--- src/rtl/data_memory_access_unit.sv ---
// Load/store initiator between the memory stage and the data bus: splits
// word-crossing accesses, aligns store lanes and aligns/extends load data.
module data_memory_access_unit #(
  parameter bit MISALIGNED_SPLIT = 1'b1
) (
  input  logic        clock,
  input  logic        reset,
  input  logic        req_valid,
  output logic        req_ready,
  input  logic        req_write,
  input  logic [2:0]  req_funct3,
  input  logic [31:0] req_address,
  input  logic [31:0] req_wdata,
  output logic        rsp_valid,
  output logic [31:0] rsp_rdata,
  output logic        rsp_error,
  output logic [31:0] bus_address,
  output logic [31:0] bus_write_data,
  output logic [3:0]  bus_byte_enable,
  output logic        bus_read_enable,
  output logic        bus_write_enable,
  input  logic [31:0] bus_read_data
);
  typedef enum logic [2:0] {IDLE, ACC0, ACC1, CAPT, RESP} state_t;

  state_t      state, state_nxt;
  logic        ready_en;
  logic        accept;
  logic [3:0]  req_size;
  logic [7:0]  req_mask;
  logic        req_split;
  logic        req_err;
  logic [31:0] req_bytes;
  logic [63:0] req_lanes;

  logic        write_p0;
  logic [2:0]  funct3_p0;
  logic [31:0] base_p0;
  logic [1:0]  offset_p0;
  logic [7:0]  mask_p0;
  logic [63:0] wdata_p0;
  logic        split_p0;
  logic        err_p0;
  logic [31:0] word0_p1;
  logic [31:0] rdata_p2;
  logic [63:0] merged;

  function automatic logic [3:0] size_mask(input logic [2:0] funct3);
    case (funct3[1:0])
      2'b00:   size_mask = 4'b0001;
      2'b01:   size_mask = 4'b0011;
      default: size_mask = 4'b1111;
    endcase
  endfunction

  function automatic logic illegal_funct3(input logic wr, input logic [2:0] funct3);
    if (wr) illegal_funct3 = (funct3 > 3'b010);
    else    illegal_funct3 = (funct3 == 3'b011) || (funct3[2:1] == 2'b11);
  endfunction

  function automatic logic [31:0] align_extend(input logic [63:0] words,
                                               input logic [1:0]  offset,
                                               input logic [2:0]  funct3);
    logic [63:0] shifted;
    shifted = words >> {offset, 3'b000};
    case (funct3)
      3'b000:  align_extend = {{24{shifted[7]}}, shifted[7:0]};
      3'b001:  align_extend = {{16{shifted[15]}}, shifted[15:0]};
      3'b100:  align_extend = {24'h0, shifted[7:0]};
      3'b101:  align_extend = {16'h0, shifted[15:0]};
      default: align_extend = shifted[31:0];
    endcase
  endfunction

  // Request decode, evaluated against the live request fields
  always_comb begin
    accept    = req_valid & ready_en & reset & (state == IDLE);
    req_size  = size_mask(req_funct3);
    req_mask  = {4'b0000, req_size} << req_address[1:0];
    req_split = |req_mask[7:4];
    req_err   = illegal_funct3(req_write, req_funct3) | (req_split & ~MISALIGNED_SPLIT);
    req_bytes = req_wdata & {{8{req_size[3]}}, {8{req_size[2]}},
                             {8{req_size[1]}}, {8{req_size[0]}}};
    req_lanes = {32'h0, req_bytes} << {req_address[1:0], 3'b000};
    merged    = split_p0 ? {bus_read_data, word0_p1} : {32'h0, bus_read_data};
  end

  always_ff @(posedge clock) begin
    if (!reset) begin
      state    <= IDLE;
      ready_en <= 1'b0;
    end else begin
      state    <= state_nxt;
      ready_en <= 1'b1;
    end
  end

  // Stage p0: request capture; p1: first read word; p2: formatted response
  always_ff @(posedge clock) begin
    if (accept) begin
      write_p0  <= req_write;
      funct3_p0 <= req_funct3;
      base_p0   <= {req_address[31:2], 2'b00};
      offset_p0 <= req_address[1:0];
      mask_p0   <= req_mask;
      wdata_p0  <= req_write ? req_lanes : 64'h0;
      split_p0  <= req_split;
      err_p0    <= req_err;
    end
    if (state == ACC1 && !write_p0) word0_p1 <= bus_read_data;
    if (accept)              rdata_p2 <= 32'h0;
    else if (state == CAPT)  rdata_p2 <= align_extend(merged, offset_p0, funct3_p0);
  end

  // Outputs are forced low while reset is held so an abort emits no strobe
  always_comb begin
    state_nxt        = state;
    req_ready        = 1'b0;
    rsp_valid        = 1'b0;
    rsp_error        = 1'b0;
    rsp_rdata        = 32'h0;
    bus_address      = 32'h0;
    bus_write_data   = 32'h0;
    bus_byte_enable  = 4'h0;
    bus_read_enable  = 1'b0;
    bus_write_enable = 1'b0;
    if (reset) begin
      case (state)
        IDLE: begin
          req_ready = ready_en;
          if (accept) state_nxt = req_err ? RESP : ACC0;
        end
        ACC0: begin
          bus_address      = base_p0;
          bus_byte_enable  = mask_p0[3:0];
          bus_write_data   = wdata_p0[31:0];
          bus_write_enable = write_p0;
          bus_read_enable  = ~write_p0;
          if (split_p0)      state_nxt = ACC1;
          else if (write_p0) state_nxt = RESP;
          else               state_nxt = CAPT;
        end
        ACC1: begin
          bus_address      = base_p0 + 32'd4;
          bus_byte_enable  = mask_p0[7:4];
          bus_write_data   = wdata_p0[63:32];
          bus_write_enable = write_p0;
          bus_read_enable  = ~write_p0;
          state_nxt        = write_p0 ? RESP : CAPT;
        end
        CAPT: begin
          bus_address     = split_p0 ? base_p0 + 32'd4 : base_p0;
          bus_read_enable = 1'b1;
          state_nxt       = RESP;
        end
        RESP: begin
          rsp_valid = 1'b1;
          rsp_error = err_p0;
          rsp_rdata = rdata_p2;
          state_nxt = IDLE;
        end
        default: state_nxt = IDLE;
      endcase
    end
  end
endmodule
--- config.mk ---
export PLATFORM = sky130hd
export DESIGN_NAME = data_memory_access_unit
export DESIGN_NICKNAME = d
export VERILOG_FILES = /design/src/rtl/data_memory_access_unit.sv
export SDC_FILE = /design/constraint.sdc
export NUM_CORES = 1
export LEC_CHECK = 0
export BUFFER_PORTS_ARGS = -buffer_cell sky130_fd_sc_hd__buf_4
export CAP_MARGIN = 20
export CELL_PAD_IN_SITES_DETAIL_PLACEMENT = 1
export CELL_PAD_IN_SITES_GLOBAL_PLACEMENT = 1
export CORE_MARGIN = 8
export CORE_UTILIZATION = 46
export DETAILED_ROUTE_END_ITERATION = 10
export PLACE_DENSITY_LB_ADDON = 0.1
export SLEW_MARGIN = 20
export SYNTH_ARGS = -nofsm -noshare
export SYNTH_HDL_FRONTEND = slang
export SYNTH_SLANG_ARGS = --single-unit
export TNS_END_PERCENT = 10
--- constraint.sdc ---
create_clock -name clock -period 6.9 [get_ports clock]
set_input_delay 0.69 -clock clock [delete_from_list [all_inputs] [get_ports clock]]
set_output_delay 0.69 -clock clock [all_outputs]
set_load 0.05 [all_outputs]
==> Word-level counts from Yosys, hierarchy flattened <==
Cells that the tools add are included.
{ "word_totals": {"latchBits": 0, "reg_bits": 178, "word_cells": 70, "out_inout_bits": 105, "romBits": 0, "mem_count": 0, "inputBits": 103, "mem_bits_rw": 0} }
{ "classes": {"n_shift": 3, "n_addsub": 1, "n_mul": 0, "bitwise": 5, "n_reduce_logical": 8, "magnitude_cmp": 1, "n_div": 0, "n_eq_ne": 11, "n_mux": 29} }
{ "op_table": {"columns": ["operator", "n"], "rows": [
  ["$mux W32", 5],
  ["$pmux W32 S4", 1],
  ["$pmux W32 S3", 1],
  ["$mux W64", 1],
  ["$pmux W32 S2", 1],
  ["$shl A32 B5 Y64", 1],
  ["$shr A64 B5 Y32", 1],
  ["$add A32 B3 Y32 const B", 1],
  ["$and A32 B32 Y32", 1],
  ["$pmux W4 S2", 2],
  ["$mux W3", 4],
  ["$pmux W3 S4", 1],
  ["$mux W1", 11],
  ["$eq A3 B2 Y1 const B", 3],
  ["$eq A3 B3 Y1 const B", 3],
  ["$shl A4 B2 Y8", 1],
  ["$eq A3 B1 Y1 const B", 2],
  ["$logic_not A3 Y1", 2],
  ["$mux W4", 1],
  ["$reduce_or A4 Y1", 1],
  ["$and A1 B1 Y1", 3],
  ["$gt A3 B2 Y1 const B", 1],
  ["$eq A2 B1 Y1 const B", 1],
  ["$eq A2 B2 Y1 const B", 1],
  ["other kinds (8)", 8]
]} }

==> Longest topological paths before layout <==
{ "logic_depth": {"word_depth": 6, "depth_mapped": 9, "ltp_nobuf": 6} }

==> Least setup slack after synthesis <==
No wires, ideal clock.
{ "synth_timing": {"path_kind": "input to register", "from": "input port reset", "to": "register base_p0[10], enable pin", "cell_stages": 4, "required_time_ns": 5.845, "arrival_time_ns": 2.985, "n_path_buf": 0, "setup_time_ns": 1.055, "setup_slack_ns": 2.860, "path_cell_list": "nand2b_1 -> nor3_1 -> nand3_1 -> clkinv_1"} }
{ "synth_via": {"elab_chain_len": 2} }
{ "synth_rtl": {"columns": ["element", "line", "text"], "rows": [
  ["start: declaration", "7", "input logic reset,"],
  ["$and A1 B1 Y1 (2 in series)", "77", "accept = req_valid & ready_en & reset & (state == IDLE);"],
  ["named net accept", "28", "logic accept;"],
  ["end signal: assignment", "103", "base_p0 <= {req_address[31:2], 2'b00};"],
  ["end: declaration", "38", "logic [31:0] base_p0;"]
]} }
The timed path passes the listed nets, and every way through them passes these cells.
A chain may end at the register's enable or synchronous reset.

==> Worst setup path after layout <==
{ "layout_timing": {"from": "register split_p0", "to": "output port bus_address[21]"} }
{ "layout_via": {"elab_chain_len": 3} }
{ "layout_rtl": {"columns": ["element", "line", "text"], "rows": [
  ["start: declaration", "42", "logic split_p0;"],
  ["start signal: assignment", "107", "split_p0 <= req_split;"],
  ["$mux W32", "152", "bus_address = split_p0 ? base_p0 + 32'd4 : base_p0;"],
  ["$pmux W32 S3", "128", "case (state)"],
  ["$mux W32", "127", "if (reset) begin"],
  ["end: declaration", "17", "output logic [31:0] bus_address,"]
]} }
Every way passes these cells.

==> metrics <==
Core Area 20200 sq um; EDFF count, synth 133; Post-CTS Hold Buffers 0; sequential share of the synthesized area 50.0%; Distinct cells, synth 60; area grow syn2layout 24.3%; vias per cell 5.88; synthesis warning total 0; CP startpoint kind register; Place WS 3.11 ns; pwr dens 201 nW/um^2; synth top area cells edfxtp_1, dfxtp_1, and2_1; Die Y 159 um; cts repair resizes 0; Worst Hold Class input port to register; clk sinks 169; synthesized area 9430 sq um; gp weighted congestion 0.853; total negative slack 0 ns; Worst-path clk slew 0.07 ns; grt met3 use 6.26%; Most used DFF post-synth edfxtp_1; antenna viol nets, final 0; Synth async-reset ratio 0%; fmax 0.252 GHz; grt ovf 0; final slew viol count 0; Reg2Reg Launch Point state[1]; XOR/XNOR Fraction of Synth Area 0%; initial antenna violation count 1; Mapped Avg Cell Area 10.3 sq um; wirelength, routed 30400 um; Yosys top cell by area edfxtp_1; Fillers 2201; Die Width 159 um; Synth Area in Simple Gates 17.4%; top-count cell post-synth edfxtp_1; Die Area 25300 sq um; worst-margin pin slew 1.02 ns; Crit path top cell by count buf_4; setup bufs post-CTS 0; DR WL/cell 22.3 um; root buf cell clkbuf_16; Cells after Synth 914; adder-cell share of the synthesized area 0.133%; CP arrival 3.28 ns; gr usage total 23.4%; CP required 6.21 ns; Slowest cell on crit path or4_2; clock buffer depth 2; mux contribution to synthesized area 11.5%; complex-gate fraction of the synthesized area 17.5%; met1 usage 30.9%; RSZ-0062 raised after global routing false; first-pass GRT wire length 47100 um; top-area cell type share of the netlist area 42.4%; Crit Path Max Fanout 68; Final Net Count 1187; Core Rows 52; critical setup path kind register to output pin; via count 8026; kind of end point of the critical path output pin; Worst VDD drop 0.000173 V; CP delay by family, top simple AND/OR/NAND/NOR gates; most common library cells after synthesis edfxtp_1, nand2_1, and2_1, o21ai_0; initial core utilization 46.7%; First DRT Iteration DRCs 452; Final period util 57.5%; status completed; largest net degree at the start of global routing 80; global route hottest layer met2; max_cap viols 0; Bufs and invs on worst path 2; Port Buffers 205; drt pass-1 iters 4; remaining routing DRC violations 0; dpl hpwl 21400 um; Yosys reg bits 169; total CTS buffers 17; Slew headroom 32.0%; min setup slack post-route 2.93 ns; critical path cell sequence buf_4, nor2b_1, or3_1, or4_2, a21oi_1, buf_4; Skew-Pair Late Insertion Delay 0.44 ns; crit path time final 3.97 ns; CTS H-tree depth 4; # IOs 208; CP startpoint split_p0; share of cells above drive strength 1 29.7%; Hold Path Origin reset; M2 GR Usage 37.9%; CTS tree yes; Clock Skew 0.0158 ns; crit-path max cell delay 0.71 ns; Pleak 4.55 nW; Setup-failing EPs final 0; diodes inserted 0; largest family of logic cells by synthesized area compound AO/OA/AOI/OAI gates; vias in the first global route 8426; Hold Fails Final Rpt 0
[per-layer routing]
layer / up-vias / part of all wire, % / wire length [um]
met1: 3953 / 45 / 13600
li1: 3761 / - / -
met3: 26 / 6.7 / 2030
met4: 2 / 1.3 / 400
met2: 284 / 47 / 14300
met5: - / 0.043 / 13
[cell usage in the layout, fill, tap and decap left out, types with 3 or more instances in the layout]
cell type / instances
a211oi_1: 11
a21oi_1: 70
a22o_1: 42
a22oi_1: 11
a311o_1: 8
a311oi_1: 5
a31oi_1: 14
and2_1: 80
and3_1: 5
buf_4: 217
clkbuf_1: 3
clkbuf_16: 18
clkinv_4: 4
dfxtp_1: 36
edfxtp_1: 133
inv_1: 6
inv_6: 3
mux2_2: 40
mux2i_1: 27
mux4_2: 16
nand2_1: 94
nand2b_1: 9
nand3_1: 14
nand4_1: 5
nor2_1: 68
nor2b_1: 11
nor3_1: 12
nor4_1: 4
o21ai_0: 71
or4_1: 3
[layout make-up]
class / count / area [sq um] / area share [%]
inverter: 7 / 28.8 / 0.246
clock inverter: 9 / 77.6 / 0.662
clock buffer: 23 / 489 / 4.18
tap: 270 / 338 / 2.88
sequential: 169 / 4710 / 40.2
multi-input combinational: 670 / 4430 / 37.8
timing repair buffer: 218 / 1640 / 14.0
[state kept, by name, summed over array words and instances (netlist names)]
register / count
ready_en: 1
wdata_p0: 56
write_p0: 1
base_p0: 30
split_p0: 1
word0_p1: 32
funct3_p0: 3
offset_p0: 2
rdata_p2: 32
mask_p0: 7
err_p0: 1
state: 3
[final timing paths]
| check | to | slack, ns | depth (start not counted) |
|---|---|---|---|
| setup reg to reg | base_p0[21] | 3.37 | 5 |
| hold / removal | ready_en | 0.40 | 1 |
| hold reg to reg | rdata_p2[3] | 0.50 | 2 |
| setup / recovery | bus_address[21] | 2.93 | 6 |
[cell families (layout without fill, tap and decap cells)]
kind of cell	after synthesis	count (layout)
AOI/OAI and AO/OA	256	256
adders and majority gates	1	1
buffers and inverters	76	257
DFF	169	169
muxes	83	83
other	1	2
and+or+nand+nor	328	328
[through the flow]
stage / hold WS [ns] / instance area (sq um) / utilization (%) / total power (W) / instances
2_1_floorplan: 0.446 / 9430 / - / 0.00132 / 915
3_3_place_gp: 0.486 / 11100 / 55.2 / 0.00142 / 1333
3_5_place_dp: 0.491 / 11100 / 55.2 / 0.00143 / 1333
4_1_cts: 0.384 / 11700 / 58.0 / 0.00236 / 1365
5_1_grt: 0.391 / 11700 / 58.1 / 0.00242 / 1366
6_report: 0.401 / 11700 / 58.1 / 0.00235 / 1366
[worst register-to-register path, stage by stage, from the launching register on]
cell,delay [ns]
dfxtp_1,0.43
nand2b_1,0.26
nor3_1,0.21
nand3_1,0.71
inv_4,1.06
buf_4,0.52
[power by group]
part           internal, W  leakage [nW]  switching, W
sequential         0.00112          1.57     0.0000175
combinational     0.000113          2.70      0.000157
clock             0.000510         0.280      0.000431
total              0.00175          4.55      0.000606
Power figures use the tool's default switching activity.
